$ cat src/rtl/pipe_ctrl_pkg.sv
// pipe_ctrl_pkg: shared FSM state type and pipeline-register bubble fields.
// Revision: 1.0
`default_nettype none

package pipe_ctrl_pkg;

  typedef enum logic [1:0] {
    RUN      = 2'd0,
    MEM_WAIT = 2'd1,
    ERR      = 2'd2
  } pctrl_state_t;

  typedef struct packed {
    logic reg_write;
    logic mem_read;
    logic mem_write;
    logic mem_to_reg;
  } ctrl_fields_t;

  // Control-field values a pipeline register loads when it is flushed.
  localparam ctrl_fields_t BUBBLE_CTRL = '{
    reg_write:  1'b0,
    mem_read:   1'b0,
    mem_write:  1'b0,
    mem_to_reg: 1'b0
  };

endpackage

`default_nettype wire

$ cat src/rtl/pipeline_ctrl_hazard_detect.sv
// hazard_detect: load-use compare between the load in EX and the sources in ID.
// Revision: 1.0
`default_nettype none

module hazard_detect
  import pipe_ctrl_pkg::*;
#(
  parameter int RF_ADDRESS_W = 5
) (
  input  logic [RF_ADDRESS_W-1:0] rs1_IFID,
  input  logic [RF_ADDRESS_W-1:0] rs2_IFID,
  input  logic [RF_ADDRESS_W-1:0] rd_IDEX,
  input  logic                    MemRead_IDEX,
  output logic                    load_use
);

  // x0 is hard-wired zero, so a load into it never creates a dependency.
  assign load_use = MemRead_IDEX && (rd_IDEX != '0) &&
                    ((rd_IDEX == rs1_IFID) || (rd_IDEX == rs2_IFID));

endmodule

`default_nettype wire

$ cat src/rtl/pipeline_ctrl.sv
// pipeline_ctrl: stall/flush sequencer for the 5-stage pipeline with memory
// timeout detection and saturating stall/flush counters. Revision: 1.0
`default_nettype none

module pipeline_ctrl
  import pipe_ctrl_pkg::*;
#(
  parameter int RF_ADDRESS_W = 5,
  parameter int MEM_TIMEOUT  = 15,
  parameter int CNT_W        = 16
) (
  input  logic                    clk,
  input  logic                    reset,
  input  logic [RF_ADDRESS_W-1:0] rs1_IFID,
  input  logic [RF_ADDRESS_W-1:0] rs2_IFID,
  input  logic [RF_ADDRESS_W-1:0] rd_IDEX,
  input  logic                    MemRead_IDEX,
  input  logic                    branch_taken_EX,
  input  logic                    mem_req_EXMEM,
  input  logic                    mem_ready,
  output logic                    en_PC,
  output logic                    en_IFID,
  output logic                    en_IDEX,
  output logic                    en_EXMEM,
  output logic                    en_MEMWB,
  output logic                    flush_IFID,
  output logic                    flush_IDEX,
  output logic                    flush_MEMWB,
  output logic                    mem_err,
  output logic [CNT_W-1:0]        stall_cnt,
  output logic [CNT_W-1:0]        flush_cnt
);

  localparam int WAIT_W = $clog2(MEM_TIMEOUT + 1);
  localparam logic [WAIT_W-1:0] WAIT_LAST = WAIT_W'(MEM_TIMEOUT - 1);

  pctrl_state_t      state, state_next;
  logic [WAIT_W-1:0] wait_cnt;
  logic              load_use;
  logic              mem_stall;
  logic              do_flush;
  logic              do_lu_stall;

  hazard_detect #(
    .RF_ADDRESS_W (RF_ADDRESS_W)
  ) u_hazard_detect (
    .rs1_IFID     (rs1_IFID),
    .rs2_IFID     (rs2_IFID),
    .rd_IDEX      (rd_IDEX),
    .MemRead_IDEX (MemRead_IDEX),
    .load_use     (load_use)
  );

  always_comb begin
    mem_stall = 1'b0;
    case (state)
      RUN:      mem_stall = mem_req_EXMEM && !mem_ready;
      MEM_WAIT: mem_stall = !mem_ready;
      default:  mem_stall = 1'b0;
    endcase
  end

  // A flushed branch squashes the ID instruction, so its load-use is moot.
  assign do_flush    = (state != ERR) && !mem_stall && branch_taken_EX;
  assign do_lu_stall = (state != ERR) && !mem_stall && !branch_taken_EX && load_use;

  always_ff @(posedge clk or posedge reset) begin
    if (reset) begin
      state     <= RUN;
      wait_cnt  <= '0;
      mem_err   <= 1'b0;
      stall_cnt <= '0;
      flush_cnt <= '0;
    end else begin
      state <= state_next;
      if (mem_stall) wait_cnt <= wait_cnt + 1'b1;
      else           wait_cnt <= '0;
      if (state_next == ERR) mem_err <= 1'b1;
      if ((mem_stall || do_lu_stall) && (stall_cnt != '1)) stall_cnt <= stall_cnt + 1'b1;
      if (do_flush && (flush_cnt != '1)) flush_cnt <= flush_cnt + 1'b1;
    end
  end

  always_comb begin
    state_next = state;
    if (state != ERR) begin
      if (mem_stall) state_next = (wait_cnt == WAIT_LAST) ? ERR : MEM_WAIT;
      else           state_next = RUN;
    end
  end

  always_comb begin
    en_PC       = 1'b1;
    en_IFID     = 1'b1;
    en_IDEX     = 1'b1;
    en_EXMEM    = 1'b1;
    en_MEMWB    = 1'b1;
    flush_IFID  = 1'b0;
    flush_IDEX  = 1'b0;
    flush_MEMWB = 1'b0;
    if (reset) begin
      {en_PC, en_IFID, en_IDEX, en_EXMEM, en_MEMWB} = 5'b00000;
      {flush_IFID, flush_IDEX, flush_MEMWB}         = 3'b111;
    end else if (state == ERR) begin
      {en_PC, en_IFID, en_IDEX, en_EXMEM, en_MEMWB} = 5'b00000;
    end else if (mem_stall) begin
      {en_PC, en_IFID, en_IDEX, en_EXMEM} = 4'b0000;
      flush_MEMWB = 1'b1;
    end else if (do_flush) begin
      flush_IFID = 1'b1;
      flush_IDEX = 1'b1;
    end else if (do_lu_stall) begin
      en_PC      = 1'b0;
      en_IFID    = 1'b0;
      flush_IDEX = 1'b1;
    end
  end

endmodule

`default_nettype wire

$ cat config.mk
export PLATFORM = sky130hd
export DESIGN_NAME = pipeline_ctrl
export DESIGN_NICKNAME = d
export VERILOG_FILES = /design/src/rtl/pipe_ctrl_pkg.sv /design/src/rtl/pipeline_ctrl_hazard_detect.sv /design/src/rtl/pipeline_ctrl.sv
export SDC_FILE = /design/constraint.sdc
export NUM_CORES = 1
export LEC_CHECK = 0
export CAP_MARGIN = 0
export CORE_AREA = 2 2 57 113
export DETAILED_ROUTE_END_ITERATION = 10
export DIE_AREA = 0 0 59 115
export HOLD_SLACK_MARGIN = 0.08
export PLACE_DENSITY_LB_ADDON = 0.25
export SLEW_MARGIN = 30
export SYNTH_ARGS = -nofsm -noshare
export SYNTH_HDL_FRONTEND = slang
export SYNTH_SLANG_ARGS = --single-unit
$ cat constraint.sdc
create_clock -name clk -period 3.4 [get_ports clk]
set_input_delay 0.34 -clock clk [delete_from_list [all_inputs] [get_ports clk]]
set_output_delay 0.34 -clock clk [all_outputs]
set_load 0.03 [all_outputs]
==> impl_metrics.toml <==
[setup_path]
end_kind = "output port"
critPathKind = "input pin to output port"
cp.required_ps = 3060
startpoint_type = "input pin"
worst_ep_arrival_time_ps = 2530
worstPathMaxFanout = 3

[final_layout]
drive_gt1_share_pct = 7.143
n_antenna_cell = 0
nFillCells = 574
mostFrequentLayoutCells = "61 x clkdlybuf4s50_1, 39 x dfrtp_1, 23 x xnor2_1"
fin_util_pct = 48.24
fin_nets = 290
final_area_mm2 = 0.002849
area_growth_pct = 40.56
final_common_cell = "clkdlybuf4s50_1"

[clocking]
clk_pin_slew_worst_paths_ps = 60
clkSinkCount = 39
clockRootBuffer = "clkbuf_16"
htree_levels = 2
cts_tree = "yes"
ctsLongestPathBuffers = 2
post_cts_buffers = 0
clock_latency_ps = 280
cts_resized = 0
cts_hold_buf = 0
cts_buffers = 5

[place]
place_area_mm2 = 0.002693
portBuffers = 61
place_congestion = 0.7442
hpwl_um = 3307

[timing]
rsz0062_at_grt = "false"
setup_violations = 0
hold_viol = 0
fin_setup_tns_ps = 0
fin_crit_ps = 2874
slew_violations = 0
max_freq_mhz = 347.9
post-route-period-util_pct = 84.54
slew_headroom_pct = 56.40
finClkSkew_ps = 3.696
worst_pin_slew_ps = 654.0

[global_route]
grt_max_degree = 37
antenna_found_initial = 0
grt_use_total_pct = 14.48
grt_pass1_wl_um = 7596
overflow = 0
grt_pass1_vias = 1694

[synthesis]
synth_edf_count = 0
syn-instance-count = 200
avgSynthCellArea_um2 = 10.13
synthesis.nets = 225
syn-cell-area_mm2 = 0.002027
ys_types = 37
yosys_register_bits = 39
synthArstFlopShare_pct = 100.0
seq_area_frac_synth_pct = 48.15
yosysWarnings = 0
synthFlopType = "dfrtp_1"

[route]
drt_first_pass_iters = 4
dr.first_iter.drc_count = 47
wl_um = 4351
vias = 1654
vias_per_cell = 5.027
avgRoutedWirePerCell_um = 13.22
drtAntennaViolNets = 0
drc_errors = 0

[floorplanning]
ioPinCount = 62
initial_core_util_pct = 34.32
die_h_um = 115
num_rows = 40
die_x_um = 59
core_area_mm2 = 0.005906
die_area_mm2 = 0.006785

[pwr]
peakVddDrop_v = 0.0002485
pwr_density_cell_mw_per_mm2 = 374.7
power_uw = 1068
p_leak_uw = 0.001219

[min_path]
hp-class = "input pin to async pin"

[job]
maxCapViolations = 0

[run_status]
status = "completed"
stage by stage:
stage	worst slack [ps]	cells	hold WS (ps)
2_1_floorplan	587.1	200	453.0
3_3_place_gp	547.5	321	454.8
3_5_place_dp	539.5	321	470.0
4_1_cts	521.7	329	309.9
5_1_grt	322.4	329	327.1
6_report	525.8	329	323.9
cell usage after synthesis, types with 2 or more instances:
cell type  number  area [um2]
dfrtp_1        39       975.9
xnor2_1        23       201.4
nor2_1         21       78.83
xor2_1         19       166.4
nand2_1        17       63.81
nand3_1        16       80.08
nor3_1          8       40.04
inv_1           6       22.52
nand4_1         6       37.54
ha_1            4       50.05
nor4_1          4       25.02
and3_1          3       18.77
nor3_2          3       30.03
or2_2           3       18.77
or3_1           3       18.77
buf_4           2       15.01
nand2b_1        2       12.51
nor3b_1         2       15.01
state kept, by name (all words and copies together), names as in the netlist:
name and cells:
stall_cnt 16, mem_err 1, state 2, wait_cnt 4
flush_cnt 16
final cells by class:
cell class,instances,area [um2],share of cell area [%]
well taps,63,78.83,2.767
clock buffers,8,156.4,5.490
repair buffers,62,618.1,21.70
multi-input cells,151,997.2,35.00
inverters,6,22.52,0.7905
flip-flops and latches,39,975.9,34.26
report_power, final:
group          total [uW]  internal, uW  switching (uW)
clock network         487           312             175
registers             481           472            9.49
logic                98.8          50.2            48.7
total                1070           834             234
final timing paths:
check / startpoint / end / slack, ps / cells after the start
max: rd_IDEX[0] / en_IFID / 530 / 6
min: reset / state[1] / 320 / 2
min reg2reg: mem_err / mem_err / 470 / 1
max reg2reg: stall_cnt[0] / stall_cnt[1] / 1110 / 6
min in group clk: mem_err / mem_err / 470 / 1
max in group asynchronous: reset / stall_cnt[5] / 2370 / 3
layer usage:
metal / up-vias / wire, um / global-route usage (%)
li1: 807 / - / -
met1: 787 / 1822 / 17.27
met2: 55 / 2165 / 23.56
met3: 5 / 301 / 4.724
met4: 0 / 62 / 5.909
met5: - / 0 / 0
cells by family (layout without fill, tap and decap cells):
family | count (synthesis) | in the layout | share of synthesized area [%]
fa+ha+maj | 4 | 4 | 2.469
simple gates | 93 | 93 | 23.40
buf+inv | 10 | 76 | 2.654
flops | 39 | 39 | 48.15
xor+xnor | 42 | 42 | 18.15
mux | 2 | 2 | 1.296
compound gates | 10 | 10 | 3.889
critical path: stages:
cell and delay (ps):
clkdlybuf4s50_1 460, or4_1 560, nor2_2 140, nor3_1 80
a21boi_0 230, clkdlybuf4s50_1 720
Note: power is estimated with default switching activity, not from simulation.
